File: src/rtl/e3_serial_add_ctrl_pkg.sv
// Shared constants, state encoding and bit-level helpers for the Excess-3 serial adder.
package e3_serial_add_ctrl_pkg;

    localparam logic [3:0] E3_BIAS = 4'd3;
    localparam logic [3:0] E3_MIN  = 4'h3;
    localparam logic [3:0] E3_MAX  = 4'hC;

    typedef enum logic [1:0] {
        ST_IDLE = 2'd0,
        ST_RUN  = 2'd1,
        ST_DONE = 2'd2
    } state_e;

    // One full-adder cell: returns {carry, sum}.
    function automatic logic [1:0] fac(input logic x, input logic y, input logic ci);
        return {(x & y) | (ci & (x ^ y)), x ^ y ^ ci};
    endfunction

    function automatic logic digit_invalid(input logic [3:0] d);
        return (d < E3_MIN) || (d > E3_MAX);
    endfunction

endpackage

File: src/rtl/e3_digit_add.sv
// Single Excess-3 digit adder: binary ripple of full adders, then +3/-3 correction ripple.
module e3_digit_add
    import e3_serial_add_ctrl_pkg::*;
(
    input  logic [3:0] a4,
    input  logic [3:0] b4,
    input  logic       ci,
    output logic [3:0] d4,
    output logic       co
);

    logic [3:0] raw_lo;
    logic [3:0] corr;
    logic [1:0] fa;
    logic       rc;
    logic       cc;

    // NOTE: every variable gets a default at the top so no path leaves one unassigned (no latch).
    always_comb begin
        raw_lo = '0;
        d4     = '0;
        fa     = '0;
        rc     = ci;
        for (int i = 0; i < 4; i++) begin
            fa        = fac(a4[i], b4[i], rc);
            raw_lo[i] = fa[0];
            rc        = fa[1];
        end
        co = rc;

        // With a decimal carry add the bias back, otherwise subtract it (add two's complement).
        corr = rc ? E3_BIAS : (~E3_BIAS + 4'd1);
        cc   = 1'b0;
        for (int i = 0; i < 4; i++) begin
            fa    = fac(raw_lo[i], corr[i], cc);
            d4[i] = fa[0];
            cc    = fa[1];
        end
    end

endmodule

File: src/rtl/e3_serial_add_ctrl.sv
// Digit-serial Excess-3 adder sequencer: one shared digit adder, LSD first, start/busy/done.
module e3_serial_add_ctrl
    import e3_serial_add_ctrl_pkg::*;
#(
    parameter int NDIG = 4
) (
    input  logic              clk,
    input  logic              rst_n,
    input  logic              start,
    input  logic [4*NDIG-1:0] a,
    input  logic [4*NDIG-1:0] b,
    input  logic              cin,
    output logic              busy,
    output logic              done,
    output logic [4*NDIG-1:0] sum,
    output logic              cout,
    output logic              err
);

    localparam int W  = 4 * NDIG;
    localparam int IW = (NDIG > 1) ? $clog2(NDIG) : 1;

    state_e          state_q, state_d;
    logic [IW-1:0]   idx_q, idx_d;
    logic            carry_q, carry_d;
    logic [W-1:0]    a_q, a_d;
    logic [W-1:0]    b_q, b_d;
    logic [W-1:0]    sum_q, sum_d;
    logic            cout_q, cout_d;
    logic            err_q, err_d;

    logic [3:0]      a_dig, b_dig, d_dig;
    logic            c_dig;

    assign a_dig = a_q[{idx_q, 2'b00} +: 4];
    assign b_dig = b_q[{idx_q, 2'b00} +: 4];

    e3_digit_add u_digit (
        .a4 (a_dig),
        .b4 (b_dig),
        .ci (carry_q),
        .d4 (d_dig),
        .co (c_dig)
    );

    always_comb begin
        state_d = state_q;
        idx_d   = idx_q;
        carry_d = carry_q;
        a_d     = a_q;
        b_d     = b_q;
        sum_d   = sum_q;
        cout_d  = cout_q;
        err_d   = err_q;
        busy    = 1'b0;
        done    = 1'b0;

        case (state_q)
            ST_IDLE: begin
                if (start) begin
                    a_d     = a;
                    b_d     = b;
                    carry_d = cin;
                    idx_d   = '0;
                    err_d   = 1'b0;
                    state_d = ST_RUN;
                end
            end
            ST_RUN: begin
                busy                         = 1'b1;
                sum_d[{idx_q, 2'b00} +: 4]   = d_dig;
                carry_d                      = c_dig;
                err_d = err_q | digit_invalid(a_dig) | digit_invalid(b_dig);
                if (idx_q == IW'(NDIG - 1)) begin
                    cout_d  = c_dig;
                    state_d = ST_DONE;
                end else begin
                    idx_d = idx_q + IW'(1);
                end
            end
            ST_DONE: begin
                done    = 1'b1;
                state_d = ST_IDLE;
            end
            default: state_d = ST_IDLE;
        endcase
    end

    // NOTE: state uses non-blocking assignments so all flops update together at the edge.
    // Operand latches are reset too: they are plain registers, not a memory array.
    always_ff @(posedge clk or negedge rst_n) begin
        if (!rst_n) begin
            state_q <= ST_IDLE;
            idx_q   <= '0;
            carry_q <= 1'b0;
            a_q     <= '0;
            b_q     <= '0;
            sum_q   <= '0;
            cout_q  <= 1'b0;
            err_q   <= 1'b0;
        end else begin
            state_q <= state_d;
            idx_q   <= idx_d;
            carry_q <= carry_d;
            a_q     <= a_d;
            b_q     <= b_d;
            sum_q   <= sum_d;
            cout_q  <= cout_d;
            err_q   <= err_d;
        end
    end

    assign sum  = sum_q;
    assign cout = cout_q;
    assign err  = err_q;

endmodule

File: config.mk
export PLATFORM = sky130hd
export DESIGN_NAME = e3_serial_add_ctrl
export DESIGN_NICKNAME = d
export VERILOG_FILES = /design/src/rtl/e3_serial_add_ctrl_pkg.sv /design/src/rtl/e3_digit_add.sv /design/src/rtl/e3_serial_add_ctrl.sv
export SDC_FILE = /design/constraint.sdc
export NUM_CORES = 1
export LEC_CHECK = 0
export BUFFER_PORTS_ARGS = -buffer_cell sky130_fd_sc_hd__buf_4
export CAP_MARGIN = 20
export CELL_PAD_IN_SITES_DETAIL_PLACEMENT = 0
export CELL_PAD_IN_SITES_GLOBAL_PLACEMENT = 1
export CORE_ASPECT_RATIO = 1.5
export CORE_MARGIN = 1
export CORE_UTILIZATION = 30
export CTS_CLUSTER_DIAMETER = 200
export DETAILED_ROUTE_END_ITERATION = 12
export PLACE_DENSITY_LB_ADDON = 0.1
export SYNTH_ARGS = -nofsm -noshare
export SYNTH_HDL_FRONTEND = slang
export SYNTH_SLANG_ARGS = --single-unit
File: constraint.sdc
create_clock -name clk -period 4.7 [get_ports clk]
set_input_delay 0.235 -clock clk [delete_from_list [all_inputs] [get_ports clk]]
set_output_delay 0.235 -clock clk [all_outputs]
set_load 0.01 [all_outputs]
==> summary.txt, run 1 <==
Run status
  – Status: finished with violations
  – Failing checks: negative hold slack

STA
  – FMAX: 231 MHz
  – Period minus WS final: 4.33 ns
  – Worst rel slew slack: 0.534
  – PnR worst setup slack: 0.374 ns
  – Final Setup Violations: 0
  – RSZ-0062 raised after global routing: false
  – Worst-Margin Slew: 0.699 ns
  – Fin Clk Skew: 0.00588 ns
  – Crit share post-route: 0.920
  – Hold slack: -0.00377 ns
  – Final TNS setup: 0 ns
  – Pins Over Slew Limit: 0
  – Hold Vio Cnt, Final: 7

Cells and area
  – Fin nets: 306
  – Layout cells sized above 1: 0.409
  – Antenna cells: 0
  – Leading cell type in the layout, fill and taps excluded: buf_4
  – Finished Cell Area: 0.00332 mm^2
  – Commonest cells after routing, fill and taps aside: buf_4 (58), dfrtp_1 (55), mux2_2 (32)
  – Area growth syn-to-layout: 26.4%
  – Reg area: 0.00138 mm^2
  – Fill count: 833
  – Multi-input gate area: 0.00117 mm^2

Detailed routing
  – Avg WL per Cell: 15.1 um
  – Routed vias/inst: 4.66
  – DRC Markers: 0
  – Via Count: 1705
  – Post-Route WL: 5.54 mm
  – Drt pass-1 iters: 4
  – Initial DRC count: 51
  – Antenna Nets Post-Route: 0

Placement
  – Pre-CTS setup slack: 0.337 ns
  – Placer Congestion: 0.708
  – DP Wirelength: 4.09 mm
  – Area after DPL: 0.00316 mm^2
  – Port bufs: 55

Global route
  – GR Util All Layers: 0.132
  – Vias in the first global route: 1754
  – GR peak layer: met2
  – Met1 Use GR: 0.168
  – Global route total overflow: 0
  – Initial antenna violation count: 0
  – Met2 Track Usage GR: 0.228
  – Met3 Use GR: 0.0227
  – Largest net degree at the start of global routing: 56
  – First-pass GRT wire length: 9.14 mm

Die
  – Core area: 0.00846 mm^2
  – Die ar.: 0.00913 mm^2
  – Die X: 78.4 um
  – Top-Level Pins: 56
  – Die Y: 117 um
  – Site Rows: 41
  – Initial Util: 0.310

Setup path
  – Worst setup startpoint: idx_q[0]
  – WS Path Type: reg -> reg
  – Slowest CP cell: mux4_1
  – Arr. time, crit path: 4.52 ns
  – Max stage delay on crit path: 0.67 ns
  – CP Launch Type: flip-flop
  – Crit path capture type: flip-flop
  – R2r setup slk: 0.37 ns
  – Worst reg2reg path depth: 12
  – Most Frequent Cell on Critical Path: fa_1
  – CP Cell Sequence: mux4_1 > fa_1 > fa_1 > fa_1 > inv_1 > fa_1 > inv_1 > fa_1 > xnor2_1 > xnor2_1 > or2_2 > o31ai_1
  – Critical Path RT: 4.90 ns
  – Worst R2R End: sum[7]
  – Crit path max-delay family: adder cells
  – Worst R2R Start: idx_q[0]
  – Crit path max fanout: 7
  – WP buf/inv: 2

Clock tree
  – Hold-fix buffers at CTS: 0
  – TritonCTS clock tree: built
  – Setup bufs post-CTS: 0
  – Number of CTS-inserted buffers: 5
  – Insertion delay to the later sink of the worst-skew pair: 0.29 ns
  – Maximum level of the CTS H-tree: 2
  – Clock buffer depth: 2
  – Clk slew on worst S/H paths: 0.07 ns
  – Root buf cell: clkbuf_16
  – CTS Sinks: 55
  – Resized Gates After CTS: 0

Synthesis
  – Post-synth net total: 247
  – Synthesized area per cell: 13.2 um^2
  – Cells after Synth: 199
  – Distinct cells, synth: 29
  – YS warnings: 0
  – Netlist Area Pre-Place: 0.00262 mm^2
  – Seq/Total Area, Yosys: 0.525
  – Flops & latches, synth: 55

Run
  – Max Cap Viol: 0

Min path
  – Worst min path class: in -> async
[through the flow]
| stage | std cells | util |
|---|---|---|
| 2_1_floorplan | 199 | - |
| 3_3_place_gp | 358 | 0.374 |
| 3_5_place_dp | 358 | 0.374 |
| 4_1_cts | 366 | 0.392 |
| 5_1_grt | 366 | 0.392 |
| 6_report | 366 | 0.392 |
[per-layer routing]
layer	wire length, um	vias up
met5	0	-
met3	156	5
met2	2880	37
met4	68	0
li1	-	825
met1	2440	838
[kinds of logic (layout without fill, tap and decap cells)]
family	Yosys count	after routing	synth area share
compound gates	30	30	0.0815
xor+xnor	2	2	0.00668
fa+ha+maj	12	12	0.0744
buf+inv	19	79	0.0315
flops	55	55	0.525
mux	40	40	0.210
simple gates	41	41	0.0711
[worst max-delay path by stage]
stage,end,depth (start not counted)
final,sum[7],12
after detailed placement,sum[7],12
after global placement,sum[7],12
after global routing,sum[15],12
after CTS,sum[7],12
after floorplan,sum[7],13
[cell usage after synthesis, drive strengths merged]
cell,number,area share
fa,6,0.046
o22a,1,0.0033
a211o,2,0.0067
a21oi,1,0.0019
buf,4,0.010
a22oi,1,0.0029
nand2b,2,0.0048
nand2,28,0.040
mux4,8,0.073
clkbuf,2,0.0029
mux2,32,0.14
nor2b,1,0.0024
nor2,7,0.016
o211ai,2,0.0057
o21ai,10,0.019
dfrtp,55,0.52
a221oi,1,0.0033
or2,1,0.0024
o31ai,3,0.0086
or2b,1,0.0029
inv,13,0.019
o41ai,9,0.030
nand4,1,0.0024
ha,6,0.029
xnor2,2,0.0067
[flip-flops by register name, indices dropped and copies added, names as in the netlist]
register,cells
err,1
cout,1
idx_q,2
sum,16
state_q,2
carry_q,1
a_q,16
b_q,16
[final cells by class]
cell class,instances,share of cell area
Sequential cell,55,0.415
Inverter,13,0.0147
Clock inverter,2,0.00490
Clock buffer,6,0.0419
Multi-Input combinational cell,125,0.352
Timing Repair Buffer,58,0.131
Tap cell,107,0.0404
Power of run 1 is left out: the tool's default activity adds up to more than one toggle a clock period on the data nets, which glitch-free logic cannot reach.
==> inputs of run 2 (changes only) <==
--- a/config.mk
+++ b/config.mk
@@ -14,6 +14,7 @@
 export CORE_UTILIZATION = 30
 export CTS_CLUSTER_DIAMETER = 200
 export DETAILED_ROUTE_END_ITERATION = 12
+export GPL_TIMING_DRIVEN = 0
 export PLACE_DENSITY_LB_ADDON = 0.1
 export SYNTH_ARGS = -nofsm -noshare
 export SYNTH_HDL_FRONTEND = slang
==> summary.txt, run 2 (synthesis gave the netlist of run 1 again) <==
Clock tree
  – Maximum level of the CTS H-tree: 2 (unchanged)
  – TritonCTS clock tree: built (unchanged)
  – Number of CTS-inserted buffers: 5 (unchanged)
  – Root buf cell: clkbuf_16 (unchanged)
  – Clock buffer depth: 2 (unchanged)
  – CTS Sinks: 55 (unchanged)
  – Clk slew on worst S/H paths: 0.07 ns (about the same)
  – Insertion delay to the later sink of the worst-skew pair: 0.30 ns (was 0.29 ns)

Global route
  – Largest net degree at the start of global routing: 56 (unchanged)
  – Initial antenna violation count: 0 (unchanged)
  – Vias in the first global route: 1837 (was 1754)
  – Met3 Use GR: 0.0305 (was 0.0227)
  – Global route total overflow: 0 (unchanged)
  – GR Util All Layers: 0.142 (was 0.132)
  – First-pass GRT wire length: 9.67 mm (was 9.14 mm)
  – GR peak layer: met2 (unchanged)
  – Met2 Track Usage GR: 0.250 (was 0.228)
  – Met1 Use GR: 0.170 (was 0.168)

Detailed routing
  – Avg WL per Cell: 15.8 um (was 15.1 um)
  – Drt pass-1 iters: 3 (was 4)
  – Initial DRC count: 62 (was 51)
  – Antenna Nets Post-Route: 0 (unchanged)
  – Routed vias/inst: 4.69 (was 4.66)
  – Via Count: 1743 (was 1705)
  – Post-Route WL: 5.88 mm (was 5.54 mm)
  – DRC Markers: 0 (unchanged)

Run
  – Max Cap Viol: 0 (unchanged)

STA
  – Period minus WS final: 4.41 ns (was 4.33 ns)
  – Worst rel slew slack: 0.502 (was 0.534)
  – FMAX: 227 MHz (was 231 MHz)
  – Final Setup Violations: 0 (unchanged)
  – Pins Over Slew Limit: 0 (unchanged)
  – RSZ-0062 raised after global routing: false (unchanged)
  – Worst-Margin Slew: 0.748 ns (was 0.699 ns)
  – Hold Vio Cnt, Final: 11 (was 7)
  – Crit share post-route: 0.938 (was 0.920)
  – Hold slack: -0.0220 ns (was -0.00377 ns)
  – Fin Clk Skew: 0.00498 ns (was 0.00588 ns)

Cells and area
  – Area growth syn-to-layout: 28.4% (was 26.4%)
  – Fin nets: 312 (was 306)
  – Antenna cells: 0 (unchanged)
  – Fill count: 860 (was 833)
  – Finished Layout Cells: 372 (was 366)
  – Layout cells sized above 1: 0.419 (was 0.409)
  – Leading cell type in the layout, fill and taps excluded: buf_4 (unchanged)
  – Commonest cells after routing, fill and taps aside: buf_4 (57), dfrtp_1 (54), mux2_2 (32) (was buf_4 (58), dfrtp_1 (55), mux2_2 (32))

Placement
  – Placer Congestion: 0.690 (was 0.708)
  – Inst Count DP: 361 (was 358)
  – Port bufs: 55 (unchanged)
  – DP Wirelength: 4.29 mm (was 4.09 mm)

Die
  – Core area: 0.00846 mm^2 (unchanged)
  – Site Rows: 41 (unchanged)
  – Top-Level Pins: 56 (unchanged)
  – Initial Util: 0.310 (unchanged)
  – Die X: 78.4 um (unchanged)
  – Die ar.: 0.00913 mm^2 (unchanged)
  – Die Y: 117 um (unchanged)

Setup path
  – Arr. time, crit path: 4.61 ns (was 4.52 ns)
  – WS Path Type: reg -> reg (unchanged)
  – CP Launch Type: flip-flop (unchanged)
  – Crit path capture type: flip-flop (unchanged)
  – Crit path max fanout: 10 (was 7)
  – Critical Path RT: 4.90 ns (about the same)

Run status
  – Failing checks: negative hold slack (unchanged)
  – Status: finished with violations (unchanged)

Min path
  – Worst min path class: in -> async (unchanged)
## run 2: worst paths after layout
check	cells after the start	slack, ns	start	end
worst max-delay path	13	0.29	idx_q[1]	sum[7]
worst min-delay path	1	-0.02	rst_n	sum[10]
worst max register to register	13	0.29	idx_q[1]	sum[7]
worst min register to register	2	0.48	sum[0]	sum[0]
max in group asynchronous	1	4.15	rst_n	idx_q[0]
min in group clk	2	0.16	a[6]	a_q[6]
## run 2: layer usage
layer	vias up	part of all wire
li1	842	-
met3	5	0.035
met1	858	0.42
met4	0	0.016
met5	-	0
met2	38	0.52
## run 2: repair_timing
| item | in CTS | in global routing |
|---|---|---|
| endpoints found under the hold margin | 0 | 0 |
| gates resized for setup | 1 | 1 |
| pin swaps | 0 | 0 |
| buffers inserted | 0 | 3 |
| hold buffers | 0 | 0 |
| setup endpoints to repair | 3 | 3 |
## run 2: area by class of cell
type	instances	area, um^2	area share
Inverter	13	48.8	0.0145
Buffer	6	35.0	0.0104
Timing Repair Buffer	58	448	0.133
Tap cell	107	134	0.0397
Clock inverter	1	7.51	0.00223
Clock buffer	7	153	0.0453
Multi-Input combinational cell	125	1160	0.346
Sequential cell	55	1380	0.409
## run 2: worst max-delay path, cell delays in order (launching register included)
cell and delay, ns:
dfrtp_1 0.45, clkbuf_2 0.33, mux4_1 0.43, fa_1 0.43
fa_1 0.46, fa_1 0.42, inv_1 0.08, fa_1 0.30
inv_1 0.12, fa_1 0.44, xnor2_1 0.15, xnor2_1 0.15
or2_2 0.33, o31ai_1 0.24
## run 2: stage by stage
| step | worst slack [ns] | utilization | cell area [um^2] | hold WS (ns) | TNS (ns) |
|---|---|---|---|---|---|
| 3_3_place_gp | -0.0366 | 0.375 | 3170 | 0.345 | -0.0682 |
| 4_1_cts | 0.00821 | 0.394 | 3330 | 0.0245 | 0 |
| 6_report | 0.290 | 0.398 | 3370 | -0.0220 | 0 |
| 2_1_floorplan | 0.534 | - | 2620 | -0.0606 | 0 |
| 3_5_place_dp | -0.0560 | 0.375 | 3170 | 0.345 | -0.118 |
| 5_1_grt | 0.00154 | 0.398 | 3370 | 0.0506 | 0 |
Power of run 2 is left out for the same reason.
